<file path="src/rtl/fwd_hazard_unit_pkg.sv">
// Shared types and helpers for the forwarding / load-use hazard unit.
// Entries store destination indices at a fixed maximum width so the struct stays non-parametric.
package fwd_hazard_unit_pkg;

   localparam int REG_W_MAX = 8;
   localparam int FWD_RF    = 0;

   typedef struct packed {
      logic                 valid;
      logic                 wr;
      logic                 ld;
      logic [REG_W_MAX-1:0] dst;
   } entry_t;

   function automatic int fwd_width(input int stages);
      return (stages < 1) ? 1 : $clog2(stages + 1);
   endfunction

endpackage

</file>
<file path="src/rtl/fwd_hazard_unit_match.sv">
// Priority-encoded forwarding select for one ID source operand.
// The youngest matching producer (lowest stage index) wins.
module fwd_match
   import fwd_hazard_unit_pkg::*;
#(
   parameter int STAGES   = 3,
   parameter int LOAD_LAT = 1,
   parameter int ZERO_REG = 0,
   parameter int FWD_W    = fwd_width(STAGES)
) (
   input  logic [REG_W_MAX-1:0] src,
   input  logic                 src_used,
   input  entry_t               ent [1:STAGES],
   output logic [FWD_W-1:0]     sel,
   output logic                 load_use
);

   logic src_is_zero;

   assign src_is_zero = (ZERO_REG != 0) && (src == '0);

   // Scan oldest to youngest so the youngest match overwrites the result.
   always_comb begin
      sel      = FWD_W'(FWD_RF);
      load_use = 1'b0;
      for (int k = STAGES; k >= 1; k--) begin
         if (src_used && !src_is_zero && ent[k].valid && ent[k].wr &&
             (ent[k].dst == src)) begin
            sel      = FWD_W'(k);
            load_use = ent[k].ld && (k <= LOAD_LAT);
         end
      end
   end

endmodule

</file>
<file path="src/rtl/fwd_hazard_unit.sv">
// Forwarding select and load-use stall generation for an in-order pipeline,
// tracking the instructions in the stages downstream of decode.
module fwd_hazard_unit
   import fwd_hazard_unit_pkg::*;
#(
   parameter int REG_W    = 3,
   parameter int STAGES   = 3,
   parameter int LOAD_LAT = 1,
   parameter int ZERO_REG = 0,
   parameter int CNT_W    = 16
) (
   input  logic                          clk,
   input  logic                          rst,
   input  logic                          id_valid,
   input  logic [REG_W-1:0]              id_rs,
   input  logic [REG_W-1:0]              id_rt,
   input  logic                          id_rs_used,
   input  logic                          id_rt_used,
   input  logic [REG_W-1:0]              id_dst,
   input  logic                          id_wr,
   input  logic                          id_mem_rd,
   input  logic                          flush,
   input  logic                          hold,
   output logic                          stall,
   output logic [fwd_width(STAGES)-1:0]  rs_fwd,
   output logic [fwd_width(STAGES)-1:0]  rt_fwd,
   output logic [CNT_W-1:0]              stall_cnt
);

   localparam int FWD_W = fwd_width(STAGES);

   entry_t               ent [1:STAGES];
   entry_t               id_ent;
   logic [FWD_W-1:0]     rs_sel;
   logic [FWD_W-1:0]     rt_sel;
   logic                 rs_lu;
   logic                 rt_lu;
   logic                 issue;

   function automatic logic [CNT_W-1:0] sat_inc(input logic [CNT_W-1:0] v);
      return (&v) ? v : v + 1'b1;
   endfunction

   always_comb begin
      id_ent       = '0;
      id_ent.valid = 1'b1;
      id_ent.wr    = id_wr;
      id_ent.ld    = id_mem_rd;
      id_ent.dst   = REG_W_MAX'(id_dst);
   end

   fwd_match #(
      .STAGES   (STAGES),
      .LOAD_LAT (LOAD_LAT),
      .ZERO_REG (ZERO_REG),
      .FWD_W    (FWD_W)
   ) u_rs_match (
      .src      (REG_W_MAX'(id_rs)),
      .src_used (id_rs_used),
      .ent      (ent),
      .sel      (rs_sel),
      .load_use (rs_lu)
   );

   fwd_match #(
      .STAGES   (STAGES),
      .LOAD_LAT (LOAD_LAT),
      .ZERO_REG (ZERO_REG),
      .FWD_W    (FWD_W)
   ) u_rt_match (
      .src      (REG_W_MAX'(id_rt)),
      .src_used (id_rt_used),
      .ent      (ent),
      .sel      (rt_sel),
      .load_use (rt_lu)
   );

   // Flush squashes the ID instruction, so it can never stall.
   assign stall  = id_valid && !flush && (rs_lu || rt_lu);
   assign issue  = id_valid && !stall && !flush;
   assign rs_fwd = stall ? FWD_W'(FWD_RF) : rs_sel;
   assign rt_fwd = stall ? FWD_W'(FWD_RF) : rt_sel;

   // Stage boundary: ID -> EX and down the tracked stages.
   always_ff @(posedge clk) begin
      if (rst) begin
         for (int k = 1; k <= STAGES; k++) begin
            ent[k].valid <= 1'b0;
            ent[k].wr    <= 1'b0;
            ent[k].ld    <= 1'b0;
         end
         stall_cnt <= '0;
      end else if (!hold) begin
         for (int k = STAGES; k >= 2; k--) begin
            ent[k] <= ent[k-1];
         end
         if (issue) begin
            ent[1] <= id_ent;
         end else begin
            ent[1].valid <= 1'b0;
            ent[1].wr    <= 1'b0;
            ent[1].ld    <= 1'b0;
         end
         if (stall) begin
            stall_cnt <= sat_inc(stall_cnt);
         end
      end
   end

endmodule
</file>
<file path="config.mk">
export PLATFORM = sky130hd
export DESIGN_NAME = fwd_hazard_unit
export DESIGN_NICKNAME = d
export VERILOG_FILES = /design/src/rtl/fwd_hazard_unit_pkg.sv /design/src/rtl/fwd_hazard_unit_match.sv /design/src/rtl/fwd_hazard_unit.sv
export SDC_FILE = /design/constraint.sdc
export NUM_CORES = 1
export LEC_CHECK = 0
export BUFFER_PORTS_ARGS = -buffer_cell sky130_fd_sc_hd__buf_2
export CORE_MARGIN = 2
export CORE_UTILIZATION = 55
export DETAILED_ROUTE_END_ITERATION = 7
export PLACE_DENSITY = 0.91
export SLEW_MARGIN = 20
export SYNTH_ARGS = -nofsm -noshare
export SYNTH_HDL_FRONTEND = slang
export SYNTH_SLANG_ARGS = --single-unit
</file>
<file path="constraint.sdc">
create_clock -name clk -period 4.6 [get_ports clk]
set_input_delay 0.23 -clock clk [delete_from_list [all_inputs] [get_ports clk]]
set_output_delay 0.23 -clock clk [all_outputs]
set_load 0.03 [all_outputs]
</file>
==> run metrics <==
status=finished with violations; failing checks=DRC; Synth Instances=174; Post-CTS Resized=0; Critical Path Fanout Max=25; HP Class=primary input to flop; Die X=58.7 um; highest routed layer=met4; post-CTS setup repair buffer count=0; Layout area overhead=15.1%; cell taking the most area after synthesis=dfxtp_1; P_leak=0.000718 uW; startpoint types=flop; clk sinks=32; post-synth top area share=27.9%; RR Startpoint=ent[23]; Finished Cell Area=0.00190 mm2; clk root buf=clkbuf_4; DR WL met3=288 um; Hold WS=72.5 ps; CTS Buf Count=5; Die ar.=0.00345 mm2; GRT overflow=0; antenna fix cells=0; Worst EP arrival=2430 ps; H-tree lvl count=2; Pwr per Cell Area=252 mW/mm2; register area share after synthesis=44.3%; pins over their slew limit=0; nets=230; fin cells=243; Worst Setup Path Type=flop to output pin; global-route wire length before repair=5440 um; Post-synth top flop=dfxtp_1; Hold Violations, Final=0; peak supply drop=0.171 mV; Post-synth EDFFs=9; count of TritonRoute iterations in the first routing pass=6; Clock Latency Late Sink=330 ps; required time of the critical path=4370 ps; yosys warns=0; area post-placement=0.00184 mm2; DIE HEIGHT=58.7 um; hold path depth=1; final WL=3460 um; Setup Skew=5.64 ps; CTS tree=built; Reg2Reg Setup Slack=2380 ps; f_max=376 MHz; Worst Setup End Kind=output pin; Met2 Wirelength=1570 um; Detail Route Antenna Nets=0; syn_nets=193; std cell rows=19; Cells after DPL=235; vias per cell=5.98; fin crit period=2660 ps; max_cap viols=0; DPL Wire Length=2610 um; PortBufs=38; Worst Slack Setup Final=1940 ps; worst slack, placed=2220 ps; Reg-to-Reg End=ent[24]; hold bufs inserted after CTS=0; flop and latch count out of synthesis=32; Vias=1452; R2R depth=5; initial drt markers=60; clock buffer depth=2; period utilisation layout=57.9%; synth cell count leaders=dfxtp_1, xor2_1, a21oi_1, nor2_1, nand3_1; core area=0.00281 mm2; Slew Limit Headroom=43.6%; initial antenna violation count=0; IO Pins=39; WL/cell=14.2 um; pin count of the biggest net entering global routing=27; hold path start=id_dst[1]; Synth Cell Area=0.00165 mm2; RSZ-0062 raised after global routing=no; gr usage total=21.2%; most frequent cell after synthesis=dfxtp_1; final setup violating endpoints=0; clk slew on worst S/H paths=90 ps; Async SR Flop Fraction=0%; Yosys cell types=31; main area contributors after synthesis=dfxtp_1, edfxtp_1, xor2_1; # DRC=2; Slew @ Worst Pin=846 ps; share of layout cells above drive strength 1=24.1%; Synth Area per Inst=9.47 um2; gpl congestion=0.803; setup TNS=0 ps; WL met1=1540 um; vias in the first global route=1186; initial cell density of the core=58.7%; hold worst-path end=ent[23]
==> power breakdown <==
group	switching [uW]	total [uW]	internal (uW)
Combinational	21.2	33.9	12.7
Clock	89.5	149	59.4
Sequential	3.04	296	293
==> final cells by class <==
cell class	instances	area [um2]
inverter	2	7.51
timing repair buffer	38	190
tap	31	38.8
fill	214	908
clock inverter	1	5.00
clock buffer	7	45.0
sequential	32	731
multi-input combinational	132	880
==> layer usage <==
metal | GRT usage (%) | up-vias
li1 | - | 725
met1 | 28.4 | 656
met2 | 31.3 | 65
met3 | 6.59 | 6
met4 | 10.1 | 0
met5 | 0 | -
==> cell usage in the layout, fill, tap and decap left out, types with 6 or more instances in the layout <==
cell	synthesis	routed
xor2_1	19	19
nor2_1	14	14
dfxtp_1	23	23
edfxtp_1	9	9
or4_1	10	10
nand2_1	8	8
o21ai_0	6	6
nand3_1	12	12
or3_1	6	6
buf_2	3	38
a21oi_1	17	17
o31ai_1	8	8
==> kinds of logic (layout without fill, tap and decap cells) <==
kind of cell	count (synthesis)	after routing	share of synthesized area, %
DFF	32	32	44.3
xor gates and xnor gates	19	19	10.1
adders and majority gates	1	1	0.759
muxes	5	5	3.11
AOI/OAI and AO/OA	36	36	13.1
buffers and inverters	10	48	2.51
and+or+nand+nor	71	71	26.1
==> registers in the layout, indices dropped and copies added (netlist names) <==
name       count
ent           16
stall_cnt     16
==> worst max-delay path, cell delays in order, from the launching register on <==
cell      delay (ps)
edfxtp_1         450
xor2_1           260
nor4_4           110
o21ai_2          690
nor3b_2          160
nor3_1           210
buf_2            220
==> how the worst max path moves through the flow <==
stage	startpoint	endpoint	slack, ps	cells after the start
3_3_place_gp	stall_cnt[0]	stall_cnt[12]	2290	6
5_1_grt	ent[23]	rs_fwd[1]	1710	6
4_1_cts	ent[23]	rs_fwd[1]	1910	6
3_5_place_dp	stall_cnt[7]	stall_cnt[12]	2220	5
2_1_floorplan	ent[24]	rs_fwd[0]	2260	6
6_report	ent[23]	rs_fwd[1]	1940	6
==> through the flow <==
stage / power [uW] / utilization [%]
finish: 478 / 67.6
CTS: 483 / 67.5
global route: 494 / 67.6
global placement: 335 / 65.7
floorplan: 321 / -
detailed placement: 336 / 65.7
Power figures use the tool's default switching activity.
